`config.mk`:
```
export PLATFORM = sky130hd
export DESIGN_NAME = fetch_unit
export DESIGN_NICKNAME = d
export VERILOG_FILES = /design/src/rtl/fetch_unit.sv
export SDC_FILE = /design/constraint.sdc
export NUM_CORES = 1
export LEC_CHECK = 0
export CAP_MARGIN = 20
export CORE_ASPECT_RATIO = 0.6
export CORE_MARGIN = 5
export CORE_UTILIZATION = 57
export DETAILED_ROUTE_END_ITERATION = 10
export PLACE_DENSITY = 0.86
export SLEW_MARGIN = 30
export SYNTH_ARGS = -nofsm -noshare
export SYNTH_HDL_FRONTEND = slang
export SYNTH_SLANG_ARGS = --single-unit
```
`constraint.sdc`:
```
create_clock -name Clk -period 15.24 [get_ports Clk]
set_input_delay 2.286 -clock Clk [delete_from_list [all_inputs] [get_ports Clk]]
set_output_delay 2.286 -clock Clk [all_outputs]
set_load 0.1 [all_outputs]
```
`src/rtl/fetch_unit.sv`:
```
// Instruction fetch stage: owns the fetch PC, issues in-order word requests to
// instruction memory, buffers responses in a small FIFO and hands them to decode.
module fetch_unit #(
    parameter logic [31:0] RESET_PC = 32'h0000_0000,
    parameter int          DEPTH    = 2
) (
    input  logic        Clk,
    input  logic        Reset,
    output logic        ImReq,
    output logic [31:0] ImAddr,
    input  logic        ImAck,
    input  logic        ImRValid,
    input  logic [31:0] ImRData,
    input  logic        Redirect,
    input  logic [31:0] RedirectPC,
    output logic        InstValid,
    input  logic        InstReady,
    output logic [31:0] Instruction,
    output logic [31:0] InstPC,
    output logic [31:0] InstPCPlus4
);

    localparam int PW = $clog2(DEPTH);
    localparam int CW = PW + 2;

    logic [31:0]   fetch_pc;
    logic [31:0]   resp_pc;
    logic [31:0]   fifo_instr [DEPTH];
    logic [31:0]   fifo_pc    [DEPTH];
    logic [PW-1:0] rd_ptr;
    logic [PW-1:0] wr_ptr;
    logic [CW-1:0] count;
    logic [CW-1:0] outstanding;
    logic [CW-1:0] drop;

    logic          pop;
    logic          transfer;
    logic          push;
    logic [CW-1:0] in_use;
    logic [CW-1:0] outstanding_next;
    logic [31:0]   redirect_target;

    // Handshakes: a transfer happens on a cycle where valid and the matching
    // ready/ack are both high; valid never waits on ready, and the payload is
    // held stable while valid is high and the transfer has not happened.
    assign pop      = InstValid & InstReady;
    assign transfer = ImReq & ImAck;

    // Every FIFO slot is reserved at request time, so a response always has room.
    assign in_use = count + outstanding - CW'(pop);
    assign ImReq  = !Reset && (in_use < CW'(DEPTH));
    assign ImAddr = fetch_pc;

    assign push             = ImRValid && (drop == '0) && !Redirect;
    assign outstanding_next = outstanding + CW'(transfer) - CW'(ImRValid);
    assign redirect_target  = {RedirectPC[31:2], 2'b00};

    assign InstValid   = (count != '0);
    assign Instruction = fifo_instr[rd_ptr];
    assign InstPC      = fifo_pc[rd_ptr];
    assign InstPCPlus4 = InstPC + 32'd4;

    always_ff @(posedge Clk or posedge Reset) begin
        if (Reset) begin
            fetch_pc    <= RESET_PC;
            resp_pc     <= RESET_PC;
            rd_ptr      <= '0;
            wr_ptr      <= '0;
            count       <= '0;
            outstanding <= '0;
            drop        <= '0;
            for (int i = 0; i < DEPTH; i++) begin
                fifo_instr[i] <= '0;
                fifo_pc[i]    <= '0;
            end
        end else begin
            outstanding <= outstanding_next;
            if (Redirect) begin
                // Everything still in flight after this edge, including a request
                // accepted this cycle, belongs to the abandoned stream.
                count    <= '0;
                rd_ptr   <= '0;
                wr_ptr   <= '0;
                fetch_pc <= redirect_target;
                resp_pc  <= redirect_target;
                drop     <= outstanding_next;
            end else begin
                if (transfer) begin
                    fetch_pc <= fetch_pc + 32'd4;
                end
                if (ImRValid && (drop != '0)) begin
                    drop <= drop - CW'(1);
                end
                if (push) begin
                    fifo_instr[wr_ptr] <= ImRData;
                    fifo_pc[wr_ptr]    <= resp_pc;
                    wr_ptr             <= wr_ptr + PW'(1);
                    resp_pc            <= resp_pc + 32'd4;
                end
                if (pop) begin
                    rd_ptr <= rd_ptr + PW'(1);
                end
                count <= count + CW'(push) - CW'(pop);
            end
        end
    end

endmodule

```
### Word level (Yosys, flattened, before mapping)

Cells that the tools add are included.

* register bits: 203
* input bits: 70
* output and inout bits: 130
* logic and storage cells: 68

* reductions and logical operators: 15
* bitwise logic cells: 5
* magnitude comparators: 4
* add/subtract/negate cells: 12
* muxes and demuxes: 21

Operators with widths (number)
* $mux W32: 11
* $bwmux W64: 2
* $add A32 B3 Y32 const B: 3
* $demux W32 S1: 1
* $mux W3: 3
* $sub A3 B1 Y3: 3
* $reduce_bool A2 Y1: 4
* $add A3 B1 Y3: 2
* $reduce_bool A3 Y1: 2
* $logic_and A1 B1 Y1: 5
* $ge A2 B2 Y1 const B: 2
* $mux W1: 4
* $not A1 Y2: 2
* $add A3 B3 Y3: 1
* $logic_not A3 Y1: 1
* $lt A3 B2 Y1 const B: 1
* $sub A3 B1 Y3 const B: 1
* $add A1 B1 Y1 const B: 2
* $and A1 B1 Y1: 2
* $logic_not A1 Y1: 2
* $lt A2 B1 Y1 const B: 1
* $reduce_and A2 Y1: 1
* $not A1 Y1: 1

### Logic depth before layout (Yosys ltp)

* depth after elaboration: 9
* mapped depth: 19
* gate-level depth less buffers: 18

### Worst setup path before layout

No wires, ideal clock.

* path kind: input -> output
* start: input port Reset
* end: output port ImReq
* data required time: 12.954 ns
* arrival: 7.577 ns
* stages on the path: 2
* setup slack: 5.377 ns
* buffers on the path: 0
* cells stage by stage: inv_1 -> and3_1

* cells in the longest elaborated chain, start to end: 2

Ends and longest elaborated chain
* start: declaration: RTL line 8 `input logic Reset,`
* $logic_not A1 Y1 (no line)
* $logic_and A1 B1 Y1: RTL line 51 `assign ImReq = !Reset && (in_use < CW'(DEPTH));`
* end: declaration: RTL line 9 `output logic ImReq,`

No other way between the ends.

### Worst setup path after layout

* start: input port InstReady
* end: output port ImReq

* cells in the longest elaborated chain, start to end: 4

Ends and longest elaborated chain
* start: declaration: RTL line 17 `input logic InstReady,`
* $and A1 B1 Y1: RTL line 46 `assign pop = InstValid & InstReady;`
* $sub A3 B1 Y3: RTL line 50 `assign in_use = count + outstanding - CW'(pop);`
* $lt A3 B2 Y1: RTL line 51
* $logic_and A1 B1 Y1: RTL line 51

No other way between the ends.

==> impl_metrics.csv <==
group,metric,value,unit
status,status,"finished clean",
clock_network,clkTransAtPathRegs,0.06,ns
clock_network,htreeDepth,4,
sta,finalCriticalPeriod,8.03,ns
placement,gp_congestion,0.890,
die,fp.dieH,114,µm
global_routing,met3_usage,0.0631,
synth,synth_flop_cell,"dfrtp_1",
synth,synth_common_cells,"mux2_2, dfrtp_1, xnor2_1",
setup_path,critPathArrivalTime,5.75,ns
synth,syn_avg_cell_area,11.7,µm²
synth,synth_most_common_cell,"mux2_2",
min_path,hold_class,"reg -> reg",
sta,fin_tns_setup,0,ns
drt,drc,0,
die,dieArea,0.0209,mm²
clock_network,cts_buffer_depth,2,
job,maxCapViolations,0,
setup_path,start_kind,"primary input",
synth,yosys.area_share.simple,0.124,
setup_path,cp_slowest_cell,"clkdlybuf4s50_1",
clock_network,numClockSinks,195,
setup_path,cp_data_required_time,12.95,ns
die,core_area,0.0179,mm²
drt,ant_nets,0,
sta,worst_slew_pin_slew,1.04,ns
die,die_w,183,µm
final_layout,drive_above_1_share,0.246,
global_routing,grt_pass1_vias,7711,
drt,totalWireLength,25600,µm
setup_path,path_cells,"clkdlybuf4s50_1 > and2_1 > ha_1 > nand2b_1 > fa_1 > xnor2_1 > xnor2_1 > buf_4 > and3_1 > clkdlybuf4s50_1",
clock_network,cts_buffers,17,
clock_network,post_cts_resized,0,
sta,finalClockSkew,0.0154,ns
drt,via_count,7639,
global_routing,grt.met1_usage,0.366,
sta,max_freq,124,MHz
sta,hold_viol,0,
final_layout,nets,1142,
setup_path,cp_max_fo,12,
synth,synth_xor_area_frac,0.0699,
clock_network,cts_tree,"done",
global_routing,busiest_layer,"met2",
clock_network,postCtsHoldBufs,0,
synth,synth-edff-count,0,
die,placementRows,38,
sta,setup_violations,0,
synth,ys_seq_area_frac,0.475,
synth,synthCells,879,
synth,synth_area_leader_cell,"dfrtp_1",
synth,ys_ff_latch,195,
placement,portBuffers,191,
final_layout,multi_input_area,0.00511,mm²
clock_network,clkLatencyLatePin,0.43,ns
placement,hpwl,18000,µm
global_routing,grt_max_degree,137,
placement,place_area,0.0124,mm²
die,io_pins,200,
synth,synth_cell_type_count,53,
sta,finalCritPeriodShare,0.527,
global_routing,grt_use_met2,0.382,
synth,synth_mux_area_frac,0.245,
final_layout,antenna_cells,0,
synth,synth_top_family_by_area,"multiplexers",
final_layout,regArea,0.00488,mm²
sta,grt_setup_unrepaired,"no",
synth,synth_compound_area_frac,0.0346,
final_layout,final_cell_area,0.0130,mm²
synth,synth.top_cells.by_area,"dfrtp_1, mux2_2, xnor2_1",
global_routing,grt_pass1_wl,41700,µm
drt,avgViaCountPerCell,5.83,
global_routing,grt_overflow,0,
drt,post_drt_wl_per_cell,19.5,µm
final_layout,area_delta_synth_final,26.3,%
final_layout,final_util,0.725,
final_layout,fillCellCount,1260,
synth,synthArstFlopShare,1.00,
drt,drt-pass1-iter-count,5,
global_routing,globalRouteTotalUtil,0.249,
sta,max-slew-margin-rel,0.302,
synth,netlist_area,0.0103,mm²
setup_path,setup.worst_path.end_class,"output port",
drt,first_iter_violations,503,
setup_path,path_class,"in -> out",
setup_path,cpPeakStageDelay,1.13,ns
clock_network,cts-root-buf,"clkbuf_16",
synth,yosys.area_share.adder,0.0193,
global_routing,antenna_found_initial,0,
synth,synth_top_area_frac,0.475,
clock_network,post_cts_buffers,0,
synth,yosysWarnings,0,
sta,drv_slew,0,
die,start_util,0.574,
routing by layer:
| metal | vias to the layer above | part of all wire |
|---|---|---|
| met5 | - | 0 |
| met4 | 0 | 0.0088 |
| met3 | 29 | 0.065 |
| met2 | 249 | 0.45 |
| met1 | 3867 | 0.47 |
| li1 | 3494 | - |
cell usage in the layout, fill, tap and decap left out, types with 2 or more instances in the layout:
cell / Yosys / routed
nand3b_1: 5 / 5
inv_8: 0 / 4
clkdlybuf4s50_1: 0 / 188
or2_2: 4 / 4
inv_1: 33 / 32
a21boi_0: 4 / 4
nand3_1: 34 / 33
a21oi_1: 16 / 16
and3_1: 11 / 11
and4_1: 5 / 5
dfrtp_1: 195 / 194
ha_1: 11 / 11
nand4_1: 34 / 34
nor4b_1: 3 / 3
fa_1: 3 / 3
or3_1: 3 / 3
conb_1: 1 / 6
nand4b_1: 6 / 6
nor4_1: 13 / 12
and2_1: 6 / 6
a211oi_1: 3 / 3
clkbuf_8: 0 / 2
nor2_1: 33 / 32
a31oi_1: 3 / 3
clkbuf_16: 0 / 17
o311a_1: 3 / 3
mux2_2: 207 / 207
mux2i_1: 18 / 18
buf_2: 10 / 3
nor3_1: 13 / 13
nor2b_1: 5 / 5
nor3b_1: 2 / 2
o21ai_0: 6 / 6
xnor2_1: 55 / 55
nand2b_1: 8 / 8
clkinv_4: 0 / 6
o31a_1: 7 / 7
nand2_1: 44 / 44
buf_4: 6 / 6
xor2_1: 27 / 26
sequential cells by signal, indices dropped and copies added, names as in the netlist:
signal       cells
drop             3
fifo_pc         60
outstanding      3
resp_pc         30
wr_ptr           1
fifo_instr      64
count            3
ImAddr          30
rd_ptr           1
worst paths after layout:
path                             start           to  slack (ns)  cells past startpoint
setup / recovery             InstReady        ImReq        7.21                     10
hold / removal             fifo_pc[29]  fifo_pc[29]        0.50                      2
setup reg to reg              count[0]      drop[2]       10.75                     18
hold reg to reg            fifo_pc[29]  fifo_pc[29]        0.50                      2
max in group asynchronous        Reset       rd_ptr       11.47                      3
min in group asynchronous        Reset    ImAddr[2]        2.39                      2
logic make-up (layout without fill, tap and decap cells):
kind of cell / after synthesis / count (layout)
flip-flops: 195 / 195
adder cells (fa/ha/maj): 14 / 14
multiplexers: 225 / 225
AND/OR/NAND/NOR: 234 / 234
AO/OA/AOI/OAI: 51 / 51
XOR/XNOR: 82 / 82
other: 1 / 6
buffers and inverters: 77 / 264
critical path, delay by kind of cell:
kind / cells / cell delay (ns)
buf+inv: 3 / 1.80
fa+ha+maj: 2 / 0.62
simple gates: 3 / 0.52
xor+xnor: 2 / 0.51
final cells by class:
| class | instances | area share |
|---|---|---|
| clock inverters | 13 | 0.00917 |
| repair buffers | 198 | 0.151 |
| flip-flops and latches | 195 | 0.377 |
| well taps | 240 | 0.0232 |
| multi-input cells | 612 | 0.394 |
| inverters | 34 | 0.0108 |
| clock buffers | 19 | 0.0349 |
per-stage QoR:
stage | setup slack, ns | instances | hold WS, ns
after floorplan | 5.38 | 884 | 0.444
after global placement | 7.31 | 1278 | 0.464
after detailed placement | 7.28 | 1278 | 0.485
after CTS | 7.25 | 1310 | 0.502
after global routing | 7.04 | 1311 | 0.516
final | 7.21 | 1311 | 0.500
Power is not shown: default switching activity piles up to over one toggle a cycle in this logic, so the estimate is an artifact.
